[src/rtl/fifo_burst_reader_pkg.sv]
// fifo_rd_pkg: shared types and constants for the FIFO burst reader.
//   rd_state_e  - controller states (IDLE/READ/FLUSH/DONE)
//   SKID_DEPTH  - entries in the output skid buffer
//   FIFO_RD_LAT - FIFO read latency in cycles (rd_en -> dout/valid)
package fifo_rd_pkg;
  typedef enum logic [1:0] {IDLE, READ, FLUSH, DONE} rd_state_e;
  localparam int SKID_DEPTH  = 2;
  localparam int FIFO_RD_LAT = 1;
endpackage

[src/rtl/fifo_burst_reader_if.sv]
// fifo_burst_reader_if: command, FIFO read port and output stream of the
// burst reader bundled together.
//   master modport : the reader (drives rd_en, stream, status)
//   slave modport  : the environment (FIFO + command source + consumer)
interface fifo_burst_reader_if #(
  parameter int DATA_W = 8,
  parameter int LEN_W  = 8
);
  logic              start;
  logic [LEN_W-1:0]  len;
  logic              busy;
  logic              done;
  logic              err;
  logic              fifo_empty;
  logic              fifo_rd_en;
  logic [DATA_W-1:0] fifo_dout;
  logic              fifo_valid;
  logic              m_valid;
  logic              m_ready;
  logic [DATA_W-1:0] m_data;

  modport master (
    input  start, len, fifo_empty, fifo_dout, fifo_valid, m_ready,
    output busy, done, err, fifo_rd_en, m_valid, m_data
  );
  modport slave (
    output start, len, fifo_empty, fifo_dout, fifo_valid, m_ready,
    input  busy, done, err, fifo_rd_en, m_valid, m_data
  );
endinterface

[src/rtl/fifo_burst_reader_skid.sv]
// fifo_rd_skid: 2-entry in-order skid buffer between FIFO read data and the
// downstream stream. Entry 0 is the head and drives the stream registers.
//   push_i/data_i : word returned by the FIFO
//   pop_i         : downstream handshake (valid_o && ready)
//   valid_o/data_o: registered stream outputs
//   occ_o         : entries held (0..2)
module fifo_rd_skid #(
  parameter int DATA_W = 8
) (
  input  logic              clk,
  input  logic              rst_n,
  input  logic              push_i,
  input  logic [DATA_W-1:0] data_i,
  input  logic              pop_i,
  output logic              valid_o,
  output logic [DATA_W-1:0] data_o,
  output logic [1:0]        occ_o
);
  logic [DATA_W-1:0] d0_q, d1_q;
  logic [1:0]        occ_q;

  always_ff @(posedge clk or negedge rst_n) begin
    if (!rst_n) begin
      d0_q  <= '0;
      d1_q  <= '0;
      occ_q <= '0;
    end else begin
      case ({push_i, pop_i})
        2'b10: if (occ_q != 2'd2) begin
          if (occ_q == 2'd0) d0_q <= data_i;
          else               d1_q <= data_i;
          occ_q <= occ_q + 2'd1;
        end
        2'b01: begin
          d0_q  <= d1_q;
          occ_q <= occ_q - 2'd1;
        end
        2'b11: begin
          // occupancy unchanged; the new word lands behind whatever remains
          if (occ_q == 2'd1) d0_q <= data_i;
          else begin
            d0_q <= d1_q;
            d1_q <= data_i;
          end
        end
        default: ;
      endcase
    end
  end

  assign valid_o = (occ_q != 2'd0);
  assign data_o  = d0_q;
  assign occ_o   = occ_q;
endmodule

[src/rtl/fifo_burst_reader.sv]
// fifo_burst_reader: drains exactly len words from a 1-cycle-latency FIFO
// and streams them downstream with valid/ready, one word per cycle under
// backpressure.
//   clk, rst_n : clock, async active-low reset
//   bus        : fifo_burst_reader_if.master (command, FIFO port, stream)
// Optional: define FIFO_RD_ERR_EN to enable the sticky FIFO protocol checker
// driving err; otherwise err is tied low.
module fifo_burst_reader
  import fifo_rd_pkg::*;
#(
  parameter int DATA_W = 8,
  parameter int LEN_W  = 8
) (
  input  logic                clk,
  input  logic                rst_n,
  fifo_burst_reader_if.master bus
);
  rd_state_e        state_q;
  logic [LEN_W-1:0] issue_rem_q, deliver_rem_q;
  logic             inflight_q, busy_q, done_q;
  logic             m_valid, pop, push, rd_en;
  logic [1:0]       occ;
  logic [2:0]       committed;

  assign pop  = m_valid && bus.m_ready;
  // only words we actually asked for enter the buffer
  assign push = bus.fifo_valid && inflight_q;

  // words that will sit in the skid after this cycle if no new read issues
  assign committed = {1'b0, occ} + {2'b0, inflight_q} - {2'b0, pop};
  assign rd_en = (state_q == READ) && !bus.fifo_empty &&
                 (issue_rem_q != '0) && (int'(committed) < SKID_DEPTH);

  fifo_rd_skid #(.DATA_W(DATA_W)) u_skid (
    .clk    (clk),
    .rst_n  (rst_n),
    .push_i (push),
    .data_i (bus.fifo_dout),
    .pop_i  (pop),
    .valid_o(m_valid),
    .data_o (bus.m_data),
    .occ_o  (occ)
  );

  always_ff @(posedge clk or negedge rst_n) begin
    if (!rst_n) begin
      state_q       <= IDLE;
      issue_rem_q   <= '0;
      deliver_rem_q <= '0;
      inflight_q    <= 1'b0;
      busy_q        <= 1'b0;
      done_q        <= 1'b0;
    end else begin
      inflight_q <= rd_en;
      done_q     <= 1'b0;
      if (pop && deliver_rem_q != '0) deliver_rem_q <= deliver_rem_q - 1'b1;
      case (state_q)
        IDLE: if (bus.start) begin
          issue_rem_q   <= bus.len;
          deliver_rem_q <= bus.len;
          if (bus.len == '0) begin
            state_q <= DONE;
            done_q  <= 1'b1;
          end else begin
            state_q <= READ;
            busy_q  <= 1'b1;
          end
        end
        READ: begin
          if (rd_en) begin
            issue_rem_q <= issue_rem_q - 1'b1;
            if (issue_rem_q == LEN_W'(1)) state_q <= FLUSH;
          end else if (issue_rem_q == '0) begin
            state_q <= FLUSH;
          end
        end
        FLUSH: if (deliver_rem_q == '0 || (deliver_rem_q == LEN_W'(1) && pop)) begin
          state_q <= DONE;
          busy_q  <= 1'b0;
          done_q  <= 1'b1;
        end
        DONE: state_q <= IDLE;
        default: state_q <= IDLE;
      endcase
    end
  end

  assign bus.fifo_rd_en = rd_en;
  assign bus.m_valid    = m_valid;
  assign bus.busy       = busy_q;
  assign bus.done       = done_q;

`ifdef FIFO_RD_ERR_EN
  logic err_q;
  // a pending read must return data, and data must only come when pending
  always_ff @(posedge clk or negedge rst_n) begin
    if (!rst_n)                             err_q <= 1'b0;
    else if (bus.fifo_valid != inflight_q)  err_q <= 1'b1;
  end
  assign bus.err = err_q;
`else
  assign bus.err = 1'b0;
`endif
endmodule

[src/flat_wrapper.sv]
// flat-port wrapper written by rule: the top's interface ports become plain ports
module fifo_burst_reader_flat import fifo_rd_pkg::*;
#(
  parameter int DATA_W = 8,
  parameter int LEN_W  = 8
)
  (clk, rst_n, bus_start, bus_len, bus_fifo_empty, bus_fifo_dout, bus_fifo_valid, bus_m_ready, bus_busy, bus_done, bus_err, bus_fifo_rd_en, bus_m_valid, bus_m_data);
  fifo_burst_reader_if #(.DATA_W(DATA_W), .LEN_W(LEN_W)) bus_i ();
  input  logic clk;
  input  logic rst_n;
  input wire logic [$bits(bus_i.start)-1:0] bus_start;
  input wire logic [$bits(bus_i.len)-1:0] bus_len;
  input wire logic [$bits(bus_i.fifo_empty)-1:0] bus_fifo_empty;
  input wire logic [$bits(bus_i.fifo_dout)-1:0] bus_fifo_dout;
  input wire logic [$bits(bus_i.fifo_valid)-1:0] bus_fifo_valid;
  input wire logic [$bits(bus_i.m_ready)-1:0] bus_m_ready;
  output wire logic [$bits(bus_i.busy)-1:0] bus_busy;
  output wire logic [$bits(bus_i.done)-1:0] bus_done;
  output wire logic [$bits(bus_i.err)-1:0] bus_err;
  output wire logic [$bits(bus_i.fifo_rd_en)-1:0] bus_fifo_rd_en;
  output wire logic [$bits(bus_i.m_valid)-1:0] bus_m_valid;
  output wire logic [$bits(bus_i.m_data)-1:0] bus_m_data;
  assign bus_i.start = bus_start;
  assign bus_i.len = bus_len;
  assign bus_i.fifo_empty = bus_fifo_empty;
  assign bus_i.fifo_dout = bus_fifo_dout;
  assign bus_i.fifo_valid = bus_fifo_valid;
  assign bus_i.m_ready = bus_m_ready;
  assign bus_busy = bus_i.busy;
  assign bus_done = bus_i.done;
  assign bus_err = bus_i.err;
  assign bus_fifo_rd_en = bus_i.fifo_rd_en;
  assign bus_m_valid = bus_i.m_valid;
  assign bus_m_data = bus_i.m_data;
  fifo_burst_reader #(.DATA_W(DATA_W), .LEN_W(LEN_W)) u_core (.clk(clk), .rst_n(rst_n), .bus(bus_i));
endmodule
[config.mk]
export PLATFORM = sky130hd
export DESIGN_NAME = fifo_burst_reader_flat
export DESIGN_NICKNAME = d
export VERILOG_FILES = /design/src/rtl/fifo_burst_reader_pkg.sv /design/src/rtl/fifo_burst_reader_if.sv /design/src/rtl/fifo_burst_reader_skid.sv /design/src/rtl/fifo_burst_reader.sv /design/src/flat_wrapper.sv
export SDC_FILE = /design/constraint.sdc
export NUM_CORES = 1
export LEC_CHECK = 0
export BUFFER_PORTS_ARGS = -buffer_cell sky130_fd_sc_hd__buf_2
export CORE_MARGIN = 10
export CORE_UTILIZATION = 30
export DETAILED_ROUTE_END_ITERATION = 16
export PLACE_DENSITY = 0.59
export SYNTH_ARGS = -nofsm -noshare
export SYNTH_HDL_FRONTEND = slang
export SYNTH_SLANG_ARGS = --single-unit
[constraint.sdc]
create_clock -name clk -period 5.89 [get_ports clk]
set_input_delay 1.178 -clock clk [delete_from_list [all_inputs] [get_ports clk]]
set_output_delay 1.178 -clock clk [all_outputs]
set_load 0.03 [all_outputs]
==> results of run 1 <==
-- path summary, 6_finish.rpt --
path / end / cells after the start / startpoint
setup / recovery: bus_fifo_rd_en / 10 / bus_m_ready
hold / removal: u_core.u_skid.d1_q[4] / 1 / u_core.u_skid.d1_q[4]
setup reg to reg: u_core.issue_rem_q[2] / 12 / u_core.u_skid.occ_o[1]
hold reg to reg: u_core.u_skid.d1_q[4] / 1 / u_core.u_skid.d1_q[4]
max in group asynchronous: u_core.issue_rem_q[7] / 1 / rst_n
min in group asynchronous: u_core.u_skid.data_o[0] / 1 / rst_n
-- flip-flops by register name (all words and copies together), names as in the netlist --
| register | count |
|---|---|
| u_core.deliver_rem_q | 8 |
| u_core.issue_rem_q | 8 |
| u_core.u_skid.d1_q | 8 |
| u_core.u_skid.data_o | 8 |
| u_core.state_q | 2 |
| u_core.u_skid.occ_o | 2 |
| u_core.bus.busy | 1 |
| u_core.bus.done | 1 |
| u_core.inflight_q | 1 |
-- critical path: cells and delay by family --
family	cells	cell delay, ns
adders and majority gates	2	0.84
and+or+nand+nor	4	0.66
AOI/OAI and AO/OA	1	0.45
buffers and inverters	3	0.59
-- metrics by stage --
step / setup WS (ns) / cells / util
after floorplan: 1.54 / 264 / -
after global placement: 1.12 / 390 / 0.343
after detailed placement: 1.01 / 390 / 0.343
after CTS: 1.01 / 398 / 0.357
after global routing: 0.825 / 398 / 0.357
final: 0.992 / 398 / 0.357
-- routing by layer --
layer  track usage  vias to the layer above  wire (um)
met2         0.153                       69       2500
met5             0                        -          0
met4        0.0266                        0         60
met1         0.136                      957       2810
met3        0.0319                        9        538
li1              -                      995          -
-- layout make-up --
| cell class | instances | area, um^2 | share of cell area |
|---|---|---|---|
| clock buffer | 5 | 68.8 | 0.0246 |
| clock inverter | 3 | 43.8 | 0.0156 |
| inverter | 19 | 71.3 | 0.0255 |
| multi-input combinational | 196 | 1340 | 0.479 |
| sequential | 39 | 976 | 0.348 |
| tap | 102 | 128 | 0.0456 |
| timing repair buffer | 34 | 173 | 0.0616 |
-- Yosys cell counts (2+ instances only) --
library cell  instances
dfrtp_1              39
nor2_1               31
a21oi_1              25
nand2_1              25
inv_1                18
ha_1                 13
mux2i_1              12
mux2_2                9
o21ai_0               8
nand3_1               7
xor2_1                7
o22ai_1               6
nor3_1                5
clkbuf_1              4
nand2b_1              4
nand4_1               3
nor4_1                3
o31ai_1               3
a221oi_1              2
buf_1                 2
buf_6                 2
nor3b_1               2
o221ai_1              2
xnor2_1               2
-- cells in the final DEF (no fill, tap or decap), types with 4 or more instances in the layout --
cell	instances
dfrtp_1	39
buf_2	33
nor2_1	31
nand2_1	25
a21oi_1	25
inv_1	18
ha_1	13
mux2i_1	12
mux2_2	9
o21ai_0	8
xor2_1	7
nand3_1	7
o22ai_1	6
nor3_1	5
clkbuf_8	5
nand2b_1	4
-- cell families after synthesis --
| group | count (synthesis) |
|---|---|
| AND/OR/NAND/NOR | 89 |
| buffers and inverters | 29 |
| AO/OA/AOI/OAI | 62 |
| adder cells (fa/ha/maj) | 14 |
| XOR/XNOR | 9 |
| multiplexers | 21 |
| other | 1 |
| flip-flops | 39 |
-- power by group --
part | internal, mW | switching, mW | leakage (nW)
sequential | 0.395 | 0.127 | 0.457
combinational | 0.292 | 0.441 | 0.739
clock | 0.126 | 0.105 | 0.0581
total | 0.814 | 0.673 | 1.25
==> metrics, run 1 <==
HPWL after DPL=4.34 mm; WHS=0.511 ns; CP max stage delay=0.49 ns; Vias=2030; critical path peak fanout=9; Pleak=roughly 1.3 nW; Post-DP Area=2690 um^2; Synth Area in Compound Gates=0.175; antenna cells=0; Clock Latency Late Sink=0.30 ns; maxcap violations=0; Worst-Margin Slew=0.915 ns; RSZ-0062 raised after global routing=no; status=finished clean; Global Route Usage Sum=0.101; Synth top area share=0.399; Setup Crit Path Kind=primary input to primary output; EDFF count, synth=0; H-tree depth=2; routability congestion estimate=0.869; fin. max-slew vios=0; asr flop ratio synth=1.00; drt total wl=5.91 mm; Distinct cells, synth=54; Final Total Pwr=1.49 mW; Setup TNS=0 ns; Worst Clk Skew=0.00758 ns; Slew headroom=0.390; row count=32; Cell Pwr Density=531 nW/um^2; vias per std cell=5.10; core area=7850 um^2; Most used DFF post-synth=dfrtp_1; setup violators final=0; Max clock buf depth=2; Slowest-stage cell, CP=fa_1; syn nets=300; most used cell along the critical path=nand2b_1; crit path time final=slightly below 5 ns; Die W=110 um; CTS tree=built; post-synthesis mux area share=0.0905; clk sinks=39; leading post-synthesis cells by cell area=dfrtp_1, ha_1, a21oi_1; pin count of the biggest net entering global routing=40; PostCTS Resize Cnt=0; Seq/Total Area, Yosys=0.399; Mean Syn Cell Area=9.27 um^2; Reg2Reg Setup Slack=2.40 ns; CTS Buf Count=5; Vert. Die Dim=110 um; Clock Tree Root=clkbuf_8; maximum VDD drop=0.178 mV; Worst setup SP type=primary input; Initial DRC Count=154; I/O Buffers=33; CP Cell Sequence=buf_2 > nand2b_1 > clkinv_1 > ha_1 > nand2b_1 > fa_1 > nand2b_1 > a211oi_2 > and2_4 > buf_2; layout cells sized above 1=0.206; first-pass GRT wire length=10.0 mm; main combinational cell family by area after synthesis=compound AO/OA/AOI/OAI gates; Post-Syn Area=2450 um^2; Hold Crit Class=flip-flop to flip-flop; # DRC=0; wire per inst=14.9 um; final-report hold violation count=0; GRT overflow=0; initial core utilization=0.312; initial antenna violation count=0; die area=12200 um^2; Clock Pin Slew Worst Setup and Hold Paths=0.08 ns; Nets=roughly 330; number of post-CTS setup repair buffers=0; area leader, netlist=dfrtp_1; f_max=slightly above 0.2 GHz; synthesized instance count=264; Ys Warns=0; area delta synth->final=14.5%; Seq cells post-synth=39; XOR/XNOR share of the synthesized area=0.0322; Pre-antenna DRT Iters=4; Final ANT Viol Nets=0; simple-gate share of the synthesized area=0.174; cell area after layout=2800 um^2; Post-Synth Adder-Cell Area=0.0747; fill count=830; quantity of hold-fixing buffers added after cts=0; Worst Path Arrival=3.72 ns; Crit. End Element=primary output; # IOs=35; Final period util=0.832; required time of the critical path=4.71 ns; vias in the first global route=approximately 2000
(Power assumes the default switching activity.)
==> run 2, diff against run 1 <==
- clock period: 5.89 -> 5.1 ns (I/O delays scaled with it)
==> run 2 against run 1 <==
Compared with the run above:
- clock-buffer cell count is the same
- via count shrank 0.34%
- die area did not move
- wire length rose by 1.3%
- critical path depth unchanged
- sequential power grew 15%
- first-iteration DRC count fell by 19%
- clock skew is 0.0019 ns lower
- critical path type unchanged
- critical endpoint unchanged
- highest routed layer unchanged
==> metrics, run 2 (synthesized netlist as in run 1, its figures left out) <==
status=finished clean; Post-DP Area=2690 um^2; f_max=0.220 GHz; crit path time final=4.55 ns; Setup Crit Path Kind=primary input to primary output; Hold Crit Class=flip-flop to flip-flop; GRT overflow=0; Vert. Die Dim=110 um; CTS Buf Count=5; metal3 WL=516 um; Worst setup SP type=primary input; Vias=2023; Crit. End Element=primary output; HPWL after DPL=4.40 mm; Initial DRC Count=124; setup violators final=0; cell area after layout=2800 um^2; dpl cells=a little under 400; quantity of hold-fixing buffers added after cts=0; vias in the first global route=1983; antenna cells=0; WHS=0.510 ns; Cell Pwr Density=615 nW/um^2; required time of the critical path=4.08 ns; Die W=110 um; RSZ-0062 raised after global routing=no; Final Total Pwr=1.72 mW; Clock Pin Slew Worst Setup and Hold Paths=0.08 ns; Final period util=0.893; Clock Latency Late Sink=just under 0.3 ns; I/O Buffers=33; clk sinks=39; # DRC=0; initial antenna violation count=0; Worst Clk Skew=0.00565 ns; area delta synth->final=14.5%; maxcap violations=0; layout cells sized above 1=0.206; Finished Layout Cells=398; initial core utilization=0.312; Global Route Usage Sum=0.101; vias per std cell=roughly 5.1; row count=32; Slew headroom=0.387; Pleak=1.25 nW; H-tree depth=2; core area=a little under 8000 um^2; Clock Tree Root=clkbuf_8; final-report hold violation count=0; routability congestion estimate=0.874; Nets=331; critical path peak fanout=9; wire per inst=about 15 um; Worst Path Arrival=between 3 and 4 ns; pin count of the biggest net entering global routing=40; CTS tree=built; number of post-CTS setup repair buffers=0; commonest cells after routing, fill and taps aside=dfrtp_1, buf_2, nor2_1; Max clock buf depth=2; Setup TNS=0 ns; Worst-Margin Slew=0.920 ns; PostCTS Resize Cnt=0; wire length on met2=2.52 mm; DR top layer=met4; commonest non-fill, non-tap cell in the layout=dfrtp_1; die area=12200 um^2; Pre-antenna DRT Iters=4; first-pass GRT wire length=between 10 and 15 mm; metal1 wirelength=2.91 mm; drt total wl=about 6 mm; fin. max-slew vios=0; maximum VDD drop=0.181 mV; Final ANT Viol Nets=0; # IOs=35
## run 2: cell counts in the layout (fill, tap and decap cells not counted)
No cell type changed its count.
## run 2: layout make-up
type	count	area [um^2]
repair buffers	34	173
fillers	819	5050
multi-input cells	196	1340
well taps	102	128
clock inverters	3	43.8
clock buffers	5	68.8
inverters	19	71.3
flip-flops and latches	39	976
## run 2: power by group
part	switching, mW	total [mW]	internal [mW]
combinational	0.518	0.857	0.338
sequential	0.143	0.599	0.456
clock	0.121	0.267	0.146
## run 2: critical path: stages
cell      delay, ns
buf_2          0.13
nand2b_1       0.14
clkinv_1       0.24
ha_1           0.34
nand2b_1       0.15
fa_1           0.48
nand2b_1       0.10
a211oi_2       0.45
and2_4         0.27
buf_2          0.21
## run 2: layer usage
layer | vias to the layer above | GRT usage
met4 | 0 | 0.0303
met2 | 64 | 0.149
met1 | 956 | 0.141
li1 | 999 | -
met3 | 4 | 0.0290
met5 | - | 0
## run 2: through the flow
step / setup slack (ns) / util
final: 0.545 / 0.357
after global routing: 0.279 / 0.357
after CTS: 0.536 / 0.357
after detailed placement: 0.546 / 0.343
after global placement: 0.651 / 0.343
after floorplan: 1.07 / -
## run 2: path summary, 6_finish.rpt
| kind | startpoint | to | slack [ns] | cells past startpoint |
|---|---|---|---|---|
| worst max-delay path | bus_m_ready | bus_fifo_rd_en | 0.55 | 10 |
| worst min-delay path | u_core.u_skid.d1_q[4] | u_core.u_skid.d1_q[4] | 0.51 | 1 |
| worst max register to register | u_core.u_skid.occ_o[1] | u_core.issue_rem_q[2] | 1.65 | 12 |
| worst min register to register | u_core.u_skid.d1_q[4] | u_core.u_skid.d1_q[4] | 0.51 | 1 |
| max in group asynchronous | rst_n | u_core.bus.busy | 3.67 | 1 |
| min in group asynchronous | rst_n | u_core.u_skid.data_o[0] | 0.85 | 1 |
==> run 3, diff against run 2 <==
- ABC_AREA: not set -> 1
==> run 3 against run 2 <==
Compared with the run above:
- clock-buffer cell count is the same
- combinational power grew 21%
- wire length grew 3.8%
- core utilization shrank 1.3 points
- largest cell class unchanged
- largest power group unchanged
==> metrics, run 3 <==
status=finished clean; maxcap violations=0; Seq/Total Area, Yosys=0.367; EDFF count, synth=0; I/O Buffers=33; Post-synth top cells=nand2_1, inv_1, dfrtp_1, nor2_1, nand3_1; quantity of hold-fixing buffers added after cts=0; Seq cells post-synth=39; required time of the critical path=4.08 ns; cell area after layout=2980 um^2; syn nets=roughly 400; CTS tree=built; area of the multi-input gates=1400 um^2; Die W=between 100 and 150 um; flip-flop and latch area=976 um^2; fin. max-slew vios=0; final-report hold violation count=0; critical path peak fanout=3; r2r startpoint=u_core.u_skid.occ_o[1]; Setup TNS=0 ns; Worst Clk Skew=0.00548 ns; vias per std cell=4.52; XOR/XNOR share of the synthesized area=0.00989; fill count=approximately 940; first-pass GRT wire length=~11 mm; maximum VDD drop=0.167 mV; WHS=between 0.5 and 0.6 ns; Final period util=0.767; Setup Crit Path Kind=primary input to primary output; Vert. Die Dim=114 um; antenna cells=0; Crit. End Element=primary output; HPWL after DPL=4.75 mm; Worst Reg-to-Reg Cells=13; Pre-antenna DRT Iters=4; Reg2Reg Setup Slack=2.29 ns; reg-to-reg endpoint=u_core.issue_rem_q[1]; leading post-synthesis cells by cell area=dfrtp_1, nand2_1, inv_1; Post-Synth Adder-Cell Area=0.0688; Synth Area in Compound Gates=0.0980; # IOs=35; crit path time final=3.91 ns; fin util=0.344; pin count of the biggest net entering global routing=40; initial core utilization=0.306; routability congestion estimate=between 0.8 and 0.9; Worst Path Arrival=approximately 2.9 ns; Hold Crit Class=flip-flop to flip-flop; # DRC=0; area delta synth->final=12.3%; Clock Pin Slew Worst Setup and Hold Paths=0.09 ns; Mean Syn Cell Area=7.12 um^2; Post-DP Area=2900 um^2; asr flop ratio synth=1.00; Ys Warns=0; wire per inst=12.1 um; row count=34; commonest non-fill, non-tap cell in the layout=nand2_1; commonest cells after routing, fill and taps aside=nand2_1, inv_1, dfrtp_1; Nets=442; Final ANT Viol Nets=0; simple-gate share of the synthesized area=0.348; Post-Syn Area=2660 um^2; GRT overflow=0; Initial DRC Count=91; layout cells sized above 1=0.192; Max clock buf depth=2; cell with the most instances after synthesis=nand2_1; PostCTS Resize Cnt=0; Clock Tree Root=clkbuf_8; vias in the first global route=2213; Synth top area share=0.367; synthesized instance count=373; core area=8680 um^2; Cell Pwr Density=613 nW/um^2; drt total wl=a little over 6 mm; clk sinks=39; initial antenna violation count=0; CP Launch Point=bus_m_ready; f_max=0.256 GHz; Worst Setup EP=bus_fifo_rd_en; Most used DFF post-synth=dfrtp_1; area leader, netlist=dfrtp_1; Global Route Usage Sum=0.0964; RSZ-0062 raised after global routing=no; die area=approximately 13000 um^2; Worst setup SP type=primary input; post-synthesis mux area share=0; Slew headroom=0.371; Distinct cells, synth=32; H-tree depth=2; Clock Latency Late Sink=slightly below 0.3 ns; Vias=approximately 2300; number of post-CTS setup repair buffers=0; setup violators final=0; Pleak=1.55 nW; CTS Buf Count=5; Worst-Margin Slew=0.944 ns; main combinational cell family by area after synthesis=simple AND/OR/NAND/NOR gates
## run 3: through the flow
step,worst slack [ns],instances,power (mW)
6_report,1.19,515,1.83
5_1_grt,1.02,515,2.04
4_1_cts,1.18,515,1.85
3_5_place_dp,1.18,507,1.63
3_3_place_gp,1.20,507,1.61
2_1_floorplan,1.23,373,1.41
## run 3: kinds of logic (layout without fill, tap and decap cells)
logic type      after synthesis  in the layout
flops                        39             39
xor+xnor                      3              3
fa+ha+maj                    14             14
simple gates                209            209
buf+inv                      65             99
compound gates               42             42
other cells                   1              1
## run 3: report_power, final
| part | total (mW) | switching (mW) | internal, mW |
|---|---|---|---|
| clock | 0.218 | 0.123 | 0.0954 |
| combinational | 1.04 | 0.681 | 0.355 |
| sequential | 0.576 | 0.120 | 0.456 |
## run 3: worst min-delay path by stage
stage          slack (ns)  cells past startpoint             startpoint                     to
2_1_floorplan        0.46                      2  u_core.u_skid.d1_q[0]  u_core.u_skid.d1_q[0]
3_3_place_gp         0.47                      2  u_core.u_skid.d1_q[0]  u_core.u_skid.d1_q[0]
3_5_place_dp         0.48                      2  u_core.u_skid.d1_q[5]  u_core.u_skid.d1_q[5]
4_1_cts              0.50                      2  u_core.u_skid.d1_q[5]  u_core.u_skid.d1_q[5]
5_1_grt              0.54                      2  u_core.u_skid.d1_q[3]  u_core.u_skid.d1_q[3]
6_report             0.50                      2  u_core.u_skid.d1_q[0]  u_core.u_skid.d1_q[0]
## run 3: final cells by class
class,instances,share of cell area
Clock buffer,5,0.0231
Timing Repair Buffer,34,0.0579
Multi-Input combinational cell,269,0.468
Clock inverter,3,0.00671
Sequential cell,39,0.327
Inverter,57,0.0717
Tap cell,108,0.0453
## run 3: per-layer routing
layer	routed length [um]	part of all wire	vias to the layer above	track usage
met5	0	0	-	0
met4	24	0.0039	0	0.0209
met3	308	0.050	2	0.0273
met2	2600	0.42	39	0.142
met1	3280	0.53	1047	0.136
li1	-	-	1240	-
## run 3: critical path, stage by stage
cell and delay (ns):
buf_2 0.11, inv_2 0.09, nor2_2 0.05, ha_1 0.26, or2_2 0.30, fa_1 0.52
nand2_1 0.07, nor2_2 0.09, nand3_2 0.11, inv_1 0.08, buf_2 0.20
